`config.mk`:
```
export PLATFORM = sky130hd
export DESIGN_NAME = uart_rx_cfg
export DESIGN_NICKNAME = d
export VERILOG_FILES = /design/src/rtl/uart_rx_cfg.sv
export SDC_FILE = /design/constraint.sdc
export NUM_CORES = 1
export LEC_CHECK = 0
export ABC_AREA = 1
export CORE_UTILIZATION = 57
export CTS_BUF_LIST = sky130_fd_sc_hd__clkbuf_8 sky130_fd_sc_hd__clkbuf_16
export DETAILED_ROUTE_END_ITERATION = 6
export GPL_TIMING_DRIVEN = 0
export PLACE_DENSITY = 0.74
export SETUP_SLACK_MARGIN = 0.1
export SYNTH_ARGS = -nofsm -noshare
export SYNTH_HDL_FRONTEND = slang
export SYNTH_SLANG_ARGS = --single-unit
```
`constraint.sdc`:
```
create_clock -name clk -period 2.65 [get_ports clk]
set_input_delay 0.3975 -clock clk [delete_from_list [all_inputs] [get_ports clk]]
set_output_delay 0.3975 -clock clk [all_outputs]
set_load 0.02 [all_outputs]
```
`src/rtl/uart_rx_cfg.sv`:
```
// Parametrised UART receiver: 2-flop input synchroniser, start-bit glitch
// rejection, optional parity, 1 or 2 stop bits, sticky error flags and a
// clr_rdy handshake toward the consumer.
//
// state | meaning
// IDLE  | line idle, watching for a falling edge on rx_s
// START | half-bit wait, then confirm the start bit is still low
// DATA  | sampling DATA_BITS data bits, LSB first
// PAR   | sampling the parity bit
// STOP  | sampling STOP_BITS stop bits, commit after the last one
// BREAK | a stop bit was low; wait for the line to return high
`timescale 1ns/1ps
module uart_rx_cfg #(
    parameter int DATA_BITS = 8,
    parameter int BAUD_DIV  = 2604,
    parameter int PARITY    = 0,
    parameter int STOP_BITS = 1
) (
    input  logic                 clk,
    input  logic                 rst_n,
    input  logic                 rx,
    input  logic                 clr_rdy,
    output logic                 rx_rdy,
    output logic [DATA_BITS-1:0] rx_data,
    output logic                 frame_err,
    output logic                 parity_err,
    output logic                 overrun
);

    // The counter is loaded with N-1 so that ticks are exactly N cycles apart.
    localparam int              CW        = $clog2(BAUD_DIV);
    localparam logic [CW-1:0]   FULL_LOAD = CW'(BAUD_DIV - 1);
    localparam logic [CW-1:0]   HALF_LOAD = CW'(BAUD_DIV / 2 - 1);
    localparam logic [3:0]      LAST_DATA = 4'(DATA_BITS - 1);
    localparam logic [3:0]      LAST_STOP = 4'(STOP_BITS - 1);

    typedef enum logic [2:0] {IDLE, START, DATA, PAR, STOP, BREAK} state_t;

    state_t                 state;
    state_t                 state_nx;
    logic                   rx_m;
    logic                   rx_s;
    logic                   rx_p;
    logic [CW-1:0]          cnt;
    logic                   tick;
    logic                   fall;
    logic [3:0]             bit_cnt;
    logic [DATA_BITS-1:0]   shreg;
    logic                   par_bad;
    logic                   stop_bad;
    logic                   commit;
    logic                   ferr_now;
    logic                   perr_now;

    assign tick     = (cnt == '0);
    assign fall     = rx_p & ~rx_s;
    assign ferr_now = stop_bad | ~rx_s;
    assign perr_now = (PARITY != 0) & par_bad;

    // Synchroniser plus a delayed copy for start-edge detection; idle high.
    always_ff @(posedge clk or negedge rst_n) begin
        if (!rst_n) begin
            rx_m <= 1'b1;
            rx_s <= 1'b1;
            rx_p <= 1'b1;
        end else begin
            rx_m <= rx;
            rx_s <= rx_m;
            rx_p <= rx_s;
        end
    end

    // State register.
    always_ff @(posedge clk or negedge rst_n) begin
        if (!rst_n) state <= IDLE;
        else        state <= state_nx;
    end

    // Next-state decode and the commit strobe on the final stop-bit tick.
    always_comb begin
        state_nx = state;
        commit   = 1'b0;
        case (state)
            IDLE:  if (fall) state_nx = START;
            START: if (tick) state_nx = rx_s ? IDLE : DATA;
            DATA:  if (tick && bit_cnt == LAST_DATA) state_nx = (PARITY != 0) ? PAR : STOP;
            PAR:   if (tick) state_nx = STOP;
            STOP: begin
                if (tick && bit_cnt == LAST_STOP) begin
                    commit   = 1'b1;
                    state_nx = ferr_now ? BREAK : IDLE;
                end
            end
            BREAK: if (rx_s) state_nx = IDLE;
            default: state_nx = IDLE;
        endcase
    end

    // Baud down-counter, bit index, shift register and per-frame error capture.
    always_ff @(posedge clk or negedge rst_n) begin
        if (!rst_n) begin
            cnt      <= '0;
            bit_cnt  <= '0;
            shreg    <= '0;
            par_bad  <= 1'b0;
            stop_bad <= 1'b0;
        end else if (state == IDLE) begin
            bit_cnt  <= '0;
            par_bad  <= 1'b0;
            stop_bad <= 1'b0;
            cnt      <= fall ? HALF_LOAD : '0;
        end else if (state == BREAK) begin
            cnt <= '0;
        end else if (tick) begin
            cnt <= FULL_LOAD;
            if (state == START) bit_cnt <= '0;
            if (state == DATA) begin
                shreg   <= {rx_s, shreg[DATA_BITS-1:1]};
                bit_cnt <= (bit_cnt == LAST_DATA) ? 4'd0 : bit_cnt + 4'd1;
            end
            if (state == PAR)  par_bad <= ((^shreg) ^ rx_s) != (PARITY == 2);
            if (state == STOP) begin
                stop_bad <= stop_bad | ~rx_s;
                bit_cnt  <= bit_cnt + 4'd1;
            end
        end else begin
            cnt <= cnt - 1'b1;
        end
    end

    // Consumer-facing outputs; a commit takes priority over clr_rdy and then
    // reports only the new frame's flags.
    always_ff @(posedge clk or negedge rst_n) begin
        if (!rst_n) begin
            rx_rdy     <= 1'b0;
            rx_data    <= '0;
            frame_err  <= 1'b0;
            parity_err <= 1'b0;
            overrun    <= 1'b0;
        end else if (commit) begin
            rx_rdy     <= 1'b1;
            rx_data    <= shreg;
            overrun    <= clr_rdy ? 1'b0     : (overrun | rx_rdy);
            frame_err  <= clr_rdy ? ferr_now : (frame_err | ferr_now);
            parity_err <= clr_rdy ? perr_now : (parity_err | perr_now);
        end else if (clr_rdy) begin
            rx_rdy     <= 1'b0;
            frame_err  <= 1'b0;
            parity_err <= 1'b0;
            overrun    <= 1'b0;
        end
    end

endmodule

```
---- Yosys cells after proc, flatten, opt, wreduce, memory -nomap -nowiden ----
Index checks and enable logic that the tools add are counted.
word-level totals
  input port bits ......................... 4
  flip-flop bits (word level) ............. 42
cells by class
  reduce and logical (&&, ||, !) cells .... 13
  eq/ne operators ......................... 13
  add/sub/neg operators ................... 2
  mux-type cells .......................... 32
  bitwise gates (word level) .............. 7
operators with widths
  operator               count
  $mux 12                3
  $mux 4                 7
  $mux 3                 7
  $pmux 3 s6             1
  $ne 2x2->1 const B     7
  $logic_not 12->1       1
  $mux 1                 12
  $sub 12x1->12 const B  1
  $mux 11                1
  $eq 3x2->1 const B     2
  $eq 3x3->1 const B     2
  $reduce_and 3->1       2
  $reduce_and 6->1       1
  $reduce_bool 2->1      3
  $add 4x1->4 const B    1
  $eq 4x3->1 const B     1
  $logic_not 4->1        1
  $reduce_and 4->1       1
  $reduce_bool 4->1      1
  $eq 3x1->1 const B     1
  $logic_not 3->1        1
  $not 1->1              3
  $or 1x1->1             3
  $logic_and 1x1->1      2
  2 further kinds        2

---- Longest topological paths before layout ----
Gate-level depths: netlist of the first run.
  depth in word-level cells ............... 7
  depth in mapped cells ................... 10
  depth with buffers taken out ............ 10

---- Worst setup path before layout of the first run ----
Ideal clock, no wire load.
  path type ............................... reg2reg
  start point ............................. register cnt[0]
  end point ............................... register shreg[7]
  arrival time ............................ 1.340 ns
  clock period less this slack ............ 1.461 ns
  required time ........................... 2.529 ns
  buffers on the path ..................... 1
  library setup time ...................... 0.121 ns
  path slack .............................. 1.189 ns
  cell stages (with the launch flop) ...... 9
  path through ............................ dfrtp_1 inv_1 ha_1 nand4_2 nor3_4 nand2_4 buf_6 nand2_1 o21ai_2
on the way
  longest elaborated chain between the ends .. 2
ends and longest elaborated chain
  item                               RTL line  source
  from (decl)                        44        logic [CW-1:0] cnt;
  from (signal assigned)             111       cnt <= fall ? HALF_LOAD : '0;
  from (signal assigned)             127       cnt <= cnt - 1'b1;
  $logic_not 12->1                   55        assign tick = (cnt == '0);
  $reduce_and 4->1 (no source line)  --
  to (signal assigned)               118       shreg <= {rx_s, shreg[DATA_BITS-1:1]};
  to (decl)                          48        logic [DATA_BITS-1:0] shreg;
Every way passes these cells.
A chain may end at the register's enable or synchronous reset.

---- Worst setup path in the final report of the first run ----
  start point ............................. register rx_rdy
  end point ............................... output port rx_rdy
RTL lines
  item                    RTL line  source
  from (decl)             23        output logic rx_rdy,
  from (signal assigned)  135       rx_rdy <= 1'b0;
  from (signal assigned)  141       rx_rdy <= 1'b1;
  from (signal assigned)  147       rx_rdy <= 1'b0;
No word-level cell between the ends.

==> flow_summary_export.csv, run 1 <==
group,metric,value,unit
run_status,run_status,"completed",
timing,totalNegativeSetupSlack,0,ns
yosys,synth_xor_area_share,3.26,%
finish,layout.cells.most_common,"sky130_fd_sc_hd__nand2_1",
timing,setup_violators_final,0,
yosys,largest_family_of_logic_cells_by_synthesized_area,"simple AND/OR/NAND/NOR gates",
critical_path,chain_of_cells_forming_the_critical_path,"clkdlybuf4s50_1",
critical_path,sort_of_element_at_the_start_of_the_critical_path,"register",
timing,whs,0.0266,ns
timing,tmin_final,1.67,ns
pwr,p_clk_share,20.1,%
drt,routedWlPerCell,13.0,um
job,maxCapViolations,0,
clocking,cts_setup_buffers,0,
timing,timing_hold_violations_final,0,
drt,first_pass_iters,4,
grt,initial_antenna_violation_count,0,
finish,diodes,0,
yosys,synth_edf_count,0,
yosys,post_synth_fa_ha_maj_area_fraction,2.33,%
critical_path,criticalPathCategory,"register to output port",
critical_path,slowest_stage,"sky130_fd_sc_hd__clkdlybuf4s50_1",
finish,num-nets-final,273,
floorplan,number_of_core_rows,21,
grt,grt_pass1_wl,7.07,mm
drt,route.antenna.remaining_nets,0,
pwr,power.share.switching,42.0,%
grt,globalRouteTotalUtil,23.2,%
finish,area.growth.synth_to_final,15.0,%
critical_path,cp-end-kind,"output port",
drt,via_count,1591,
clocking,insertion_delay,0.30,ns
grt,grt.busiest_layer,"met2",
clocking,ctsResizeCount,0,
yosys,synth_compound_gate_area_share,10.8,%
drt,drt_wl_total,4.05,mm
clocking,clkTransAtPathRegs,0.08,ns
placement,detailed_place_hpwl,3.05,mm
yosys,synth_mux_area_share,0,%
timing,fin_crit_sh,62.9,%
critical_path,critPathBufInv,1,
pwr,power.share.sequential,38.1,%
critical_path,critPathMaxFanout,2,
floorplan,die-height,63.4,um
pwr,power_density,1010,nW/um2
floorplan,core_area,3470,um2
clocking,clock_buffers_created_by_tritoncts,5,
yosys,syn_inst,243,
critical_path,critical_path.max_stage_delay,0.61,ns
clocking,cts_max_path_buffers,2,
yosys,synth_cell_types,33,
floorplan,pin_count,16,
yosys,synth_async_sr_flop_share,100,%
drt,drt_drc_violations_left,0,
yosys,synth-seq-area-share,49.1,%
timing,timing.clock.skew,0.00747,ns
finish,post_route_cells_drive_above_1_share,17.7,%
pwr,p_int,1.45,mW
critical_path,worst-endpoint-required,2.25,ns
grt,use_met2,39.9,%
yosys,ys_seq_elements,42,
yosys,synth.yosys.warnings,0,
grt,global_route.usage.met1,27.4,%
timing,rsz0062_at_grt,"no",
floorplan,fp.dieArea,4020,um2
yosys,synth_area,2150,um2
critical_path,crit_path_dat,1.27,ns
floorplan,die_width,63.4,um
grt,groute.layer.met3.usage,6.34,%
min_path,class_of_the_most_critical_hold_timing_path,"input port to asynchronous set/reset pin",
pwr,p_comb_share,41.8,%
timing,maxClockFrequency,0.600,GHz
pwr,p_switching,1.05,mW
grt,grt-ovfl-total,0,
yosys,synthSimpleGateAreaFrac,27.1,%
drt,detail_route.iter0.violations,73,
placement,weighted_congestion_reported_at_the_end_of_routability_driven_placement,0.856,
grt,pin_count_of_the_biggest_net_entering_global_routing,27,
pwr,power.static_leakage,1.21,nW
clocking,cts_hold_repair.buffers,0,
critical_path,cp_top_family,"buffers and inverters",
clocking,h_tree_depth,2,
finish,fill_cells,307,
yosys,synth_flop_cell,"sky130_fd_sc_hd__dfrtp_1",
clocking,tritoncts_num_sinks,42,
placement,portBuffers,14,
yosys,net_count_after_synthesis,251,
floorplan,floorplan.initialDensity,61.9,%
finish,mostFrequentLayoutCells,"64 x sky130_fd_sc_hd__nand2_1, 39 x sky130_fd_sc_hd__dfrtp_1, 30 x sky130_fd_sc_hd__inv_1, 20 x sky130_fd_sc_hd__nor2_1, 16 x sky130_fd_sc_hd__o21ai_0",
drt,detail_route.vias_per_cell,5.10,
pwr,peakVddDrop,0.717,mV
grt,via_count_of_the_first_global_routing_pass,1582,
clocking,cts_tree,"yes",
yosys,syn-mean-instance-area,8.84,um2
clocking,cts-root-buf,"sky130_fd_sc_hd__clkbuf_8",
timing,final-max-slew-violation-count,0,
[power groups by stage]
stage               sequential [mW]  combinational [mW]  clock [mW]
floorplan                     0.936               0.840           0
global placement              0.955                1.00           0
detailed placement            0.963                1.04           0
CTS                           0.951                1.05       0.504
global route                  0.970                1.20       0.535
finish                        0.950                1.04       0.501
[state kept, by name, indices dropped and copies added (netlist names), 3 cells and up]
| signal | count |
|---|---|
| cnt | 12 |
| rx_data | 8 |
| shreg | 8 |
| bit_cnt | 4 |
| state | 3 |
[per-stage QoR]
step	instance area (um2)	std cells	total power, mW	utilization, %	worst slack [ns]
2_1_floorplan	2150	243	1.78	-	1.19
3_3_place_gp	2350	303	1.96	67.6	0.139
3_5_place_dp	2360	304	2.00	68.1	0.975
4_1_cts	2470	312	2.51	71.2	0.965
5_1_grt	2470	312	2.70	71.2	0.778
6_report	2470	312	2.49	71.2	0.983
[routing by layer]
layer | routed length [um] | vias up
li1 | - | 809
met1 | 1820 | 743
met2 | 2030 | 31
met3 | 129 | 8
met4 | 74 | 0
met5 | 0 | -
[logic make-up (layout without fill, tap and decap cells)]
kind of cell	after synthesis	count (layout)
simple gates	116	116
flops	42	42
other cells	1	1
xor+xnor	8	8
fa+ha+maj	4	4
compound gates	37	37
buf+inv	35	58
[synthesized netlist by cell type (4+ instances only)]
library cell,instances,area share [%]
sky130_fd_sc_hd__dfrtp_1,39,45
sky130_fd_sc_hd__ha_1,4,2.3
sky130_fd_sc_hd__inv_1,29,5.1
sky130_fd_sc_hd__nand2_1,64,11
sky130_fd_sc_hd__nand3_1,5,1.2
sky130_fd_sc_hd__nand4_1,4,1.2
sky130_fd_sc_hd__nor2_1,20,3.5
sky130_fd_sc_hd__nor2_2,4,1.2
sky130_fd_sc_hd__nor3_1,4,0.93
sky130_fd_sc_hd__o21ai_0,16,3.7
sky130_fd_sc_hd__o21ai_1,7,1.6
sky130_fd_sc_hd__o21ai_2,10,4.1
sky130_fd_sc_hd__xnor2_1,5,2.0
[layout make-up]
type / count / area, um2 / area share, %
buffer: 3 / 30.0 / 1.22
clock buffer: 5 / 68.8 / 2.78
clock inverter: 3 / 41.3 / 1.67
inverter: 32 / 125 / 5.06
multi-input combinational: 166 / 938 / 38.0
sequential: 42 / 1050 / 42.7
tap: 46 / 57.6 / 2.33
timing repair buffer: 15 / 155 / 6.28
[path summary, 6_finish.rpt]
kind,from,endpoint,slack [ns],cells past startpoint
setup / recovery,rx_rdy$_DFFE_PN0P_,rx_rdy,0.98,1
max in group asynchronous,rst_n,rx_s$_DFF_PN1_,2.07,2
hold / removal,rst_n,cnt[5]$_DFF_PN0_,0.03,1
hold reg to reg,rx_m$_DFF_PN1_,rx_s$_DFF_PN1_,0.36,0
setup reg to reg,cnt[0]$_DFF_PN0_,shreg[7]$_DFFE_PN0P_,0.99,8
min in group clk,rx_m$_DFF_PN1_,rx_s$_DFF_PN1_,0.36,0
Power figures use the tool's default switching activity.
==> run 2: changes to the inputs <==
Clock period 2.65 ns to 1.56 ns, I/O delays scaled along.
==> run 2 against run 1 <==
- the run now ends with setup timing left
- first-iteration DRC count increased by 88%
- worst hold slack improved by 0.30 ns
- final area up 18%
- die area did not move
- setup slack worse by 1.0 ns
- clock skew is 0.0013 ns higher
- sequential power up 75%
- global-route usage increased by 1.7 points
- sequential share of layout area fell by 6.4 points
- total power is 110% higher
- largest power group unchanged
==> flow_summary_export.csv, run 2 (same netlist as run 1, synthesis figures left out) <==
group,metric,value,unit
grt,via_count_of_the_first_global_routing_pass,1639,
drt,route.antenna.remaining_nets,0,
floorplan,pin_count,16,
drt,detail_route.iter0.violations,137,
timing,timing.clock.skew,0.00872,ns
pwr,power_density,1780,nW/um2
grt,globalRouteTotalUtil,24.8,%
timing,rsz0062_at_grt,"yes",
finish,reg.largest.list,"cnt x12, rx_data x8, shreg x8",
grt,grt.busiest_layer,"met2",
placement,portBuffers,14,
critical_path,criticalPathCategory,"register to register",
clocking,insertion_delay,0.30,ns
drt,via_count,1745,
clocking,h_tree_depth,2,
pwr,power.share.sequential,32.0,%
finish,mostFrequentLayoutCells,"46 x sky130_fd_sc_hd__nand2_1, 36 x sky130_fd_sc_hd__dfrtp_1, 25 x sky130_fd_sc_hd__inv_1, 20 x sky130_fd_sc_hd__buf_4, 15 x sky130_fd_sc_hd__nand2_2",
critical_path,critPathMaxFanout,6,
critical_path,r2r_setup_slack,-0.01,ns
run_status,violations,"setup timing",
critical_path,cp-end-kind,"register",
grt,pin_count_of_the_biggest_net_entering_global_routing,27,
placement,weighted_congestion_reported_at_the_end_of_routability_driven_placement,0.858,
clocking,tritoncts_num_sinks,42,
critical_path,sort_of_element_at_the_start_of_the_critical_path,"register",
drt,drt_wl_total,4.96,mm
pwr,p_comb_share,51.3,%
floorplan,number_of_core_rows,21,
floorplan,core_area,3470,um2
finish,layout.cells.most_common,"sky130_fd_sc_hd__nand2_1",
finish,area.growth.synth_to_final,35.8,%
floorplan,fp.dieArea,4020,um2
finish,num-nets-final,298,
placement,detailed_place_hpwl,2.89,mm
floorplan,die-height,63.4,um
clocking,cts_max_path_buffers,2,
clocking,cts_tree,"yes",
pwr,power.share.switching,43.9,%
run_status,run_status,"finished, violations left",
finish,flip_flop_count_of_the_largest_register_after_layout,12,
pwr,p_clk_share,16.7,%
grt,grt_pass1_wl,7.59,mm
grt,global_route.usage.met1,31.7,%
pwr,p_int,2.91,mW
pwr,power.static_leakage,1.44,nW
min_path,class_of_the_most_critical_hold_timing_path,"input port to register",
drt,first_pass_iters,4,
timing,setup_violators_final,2,
clocking,cts-root-buf,"sky130_fd_sc_hd__clkbuf_8",
pwr,peakVddDrop,1.22,mV
job,maxCapViolations,0,
finish,max_flop_register,"cnt",
critical_path,crit_path_dat,1.80,ns
clocking,clkTransAtPathRegs,0.08,ns
floorplan,die_width,63.4,um
floorplan,floorplan.initialDensity,61.9,%
finish,utilization,84.1,%
timing,final-max-slew-violation-count,0,
grt,use_met2,41.0,%
timing,totalNegativeSetupSlack,-0.0124,ns
timing,timing_hold_violations_final,0,
finish,post_route_cells_drive_above_1_share,39.2,%
clocking,clock_buffers_created_by_tritoncts,5,
grt,initial_antenna_violation_count,0,
finish,diodes,0,
timing,maxClockFrequency,0.636,GHz
pwr,p_switching,2.27,mW
timing,fin_crit_sh,101,%
timing,setup_ws,-0.0120,ns
critical_path,worst-endpoint-required,1.79,ns
grt,grt-ovfl-total,0,
grt,groute.layer.met3.usage,5.98,%
drt,detail_route.vias_per_cell,5.18,
timing,tmin_final,1.57,ns
drt,drt_drc_violations_left,0,
drt,routedWlPerCell,14.7,um
run 2: changes by cell type in the layout (fill, tap and decap cells not counted), moves of 4 or more:
cell | before | now
sky130_fd_sc_hd__nand2_2 | 3 | 15
sky130_fd_sc_hd__o21ai_1 | 7 | 14
sky130_fd_sc_hd__clkdlybuf4s50_1 | 13 | 2
sky130_fd_sc_hd__nor2_4 | 3 | 11
sky130_fd_sc_hd__ha_1 | 4 | 0
sky130_fd_sc_hd__dlygate4sd2_1 | 0 | 11
sky130_fd_sc_hd__buf_4 | 1 | 20
sky130_fd_sc_hd__nand2_4 | 2 | 8
sky130_fd_sc_hd__nor2_1 | 20 | 12
sky130_fd_sc_hd__nand2_1 | 64 | 46
sky130_fd_sc_hd__o21ai_0 | 16 | 6
sky130_fd_sc_hd__inv_1 | 30 | 25
sky130_fd_sc_hd__inv_2 | 1 | 6
run 2: metal layers:
layer / share of wire [%] / vias to the layer above
li1: - / 855
met1: 45 / 838
met2: 50 / 45
met3: 3.5 / 7
met4: 1.6 / 0
met5: 0 / -
run 2: critical path, cell delays in order (launching register included):
cell	delay [ns]
sky130_fd_sc_hd__dfrtp_1	0.40
sky130_fd_sc_hd__inv_2	0.12
sky130_fd_sc_hd__ha_4	0.17
sky130_fd_sc_hd__nand3_2	0.10
sky130_fd_sc_hd__nor2_4	0.14
sky130_fd_sc_hd__nand2_4	0.09
sky130_fd_sc_hd__buf_4	0.14
sky130_fd_sc_hd__or2_1	0.22
sky130_fd_sc_hd__o21ai_1	0.12
run 2: layout make-up:
type / count / area, um2
well taps: 46 / 57.6
inverters: 32 / 125
multi-input cells: 166 / 1160
plain buffers: 3 / 33.8
repair buffers: 40 / 367
clock buffers: 5 / 68.8
flip-flops and latches: 42 / 1060
clock inverters: 3 / 41.3
fillers: 196 / 552
run 2: power by group through the flow:
stage                     Sequential, mW  Clock (mW)  Combinational, mW
final                               1.66       0.866               2.66
after global routing                1.69       0.900               2.93
after CTS                           1.62       0.868               2.03
after detailed placement            1.63           0               1.75
after global placement              1.62           0               1.70
after floorplan                     1.59           0               1.43
run 2: path summary, 6_finish.rpt:
kind / startpoint / end / cells past startpoint
min in group asynchronous: rst_n / cnt[3]$_DFF_PN0_ / 2
worst max register to register: cnt[0]$_DFF_PN0_ / frame_err$_DFFE_PN0P_ / 8
worst min-delay path: rx / rx_m$_DFF_PN1_ / 1
worst min register to register: rx_m$_DFF_PN1_ / rx_s$_DFF_PN1_ / 0
max in group asynchronous: rst_n / rx_s$_DFF_PN1_ / 3
worst max-delay path: cnt[0]$_DFF_PN0_ / frame_err$_DFFE_PN0P_ / 8
run 2: metrics by stage:
stage | cell area, um2 | setup WS (ns) | instances | hold slack (ns) | power, mW
global placement | 2350 | -0.793 | 303 | 0.346 | 3.32
CTS | 2670 | 0.0308 | 324 | 0.333 | 4.51
detailed placement | 2360 | -0.105 | 304 | 0.189 | 3.38
finish | 2920 | -0.0120 | 337 | 0.331 | 5.19
global route | 2920 | -0.0802 | 337 | 0.326 | 5.53
floorplan | 2150 | 0.0990 | 243 | -0.0616 | 3.02
run 2: timing repair:
item | CTS | global route
buffers inserted | 9 | 13
hold buffers | 1 | 0
pin swaps | 10 | 18
cloned | 2 | 0
resized for setup | 44 | 48
hold endpoints to repair | 14 | 0
setup endpoints to repair | 42 | 36
==> run 3: changes to the inputs <==
Settings changed: HOLD_SLACK_MARGIN set to 0.12.
==> results of run 3 <==
Final layout, timing and power as in run 2 (identical DEF).
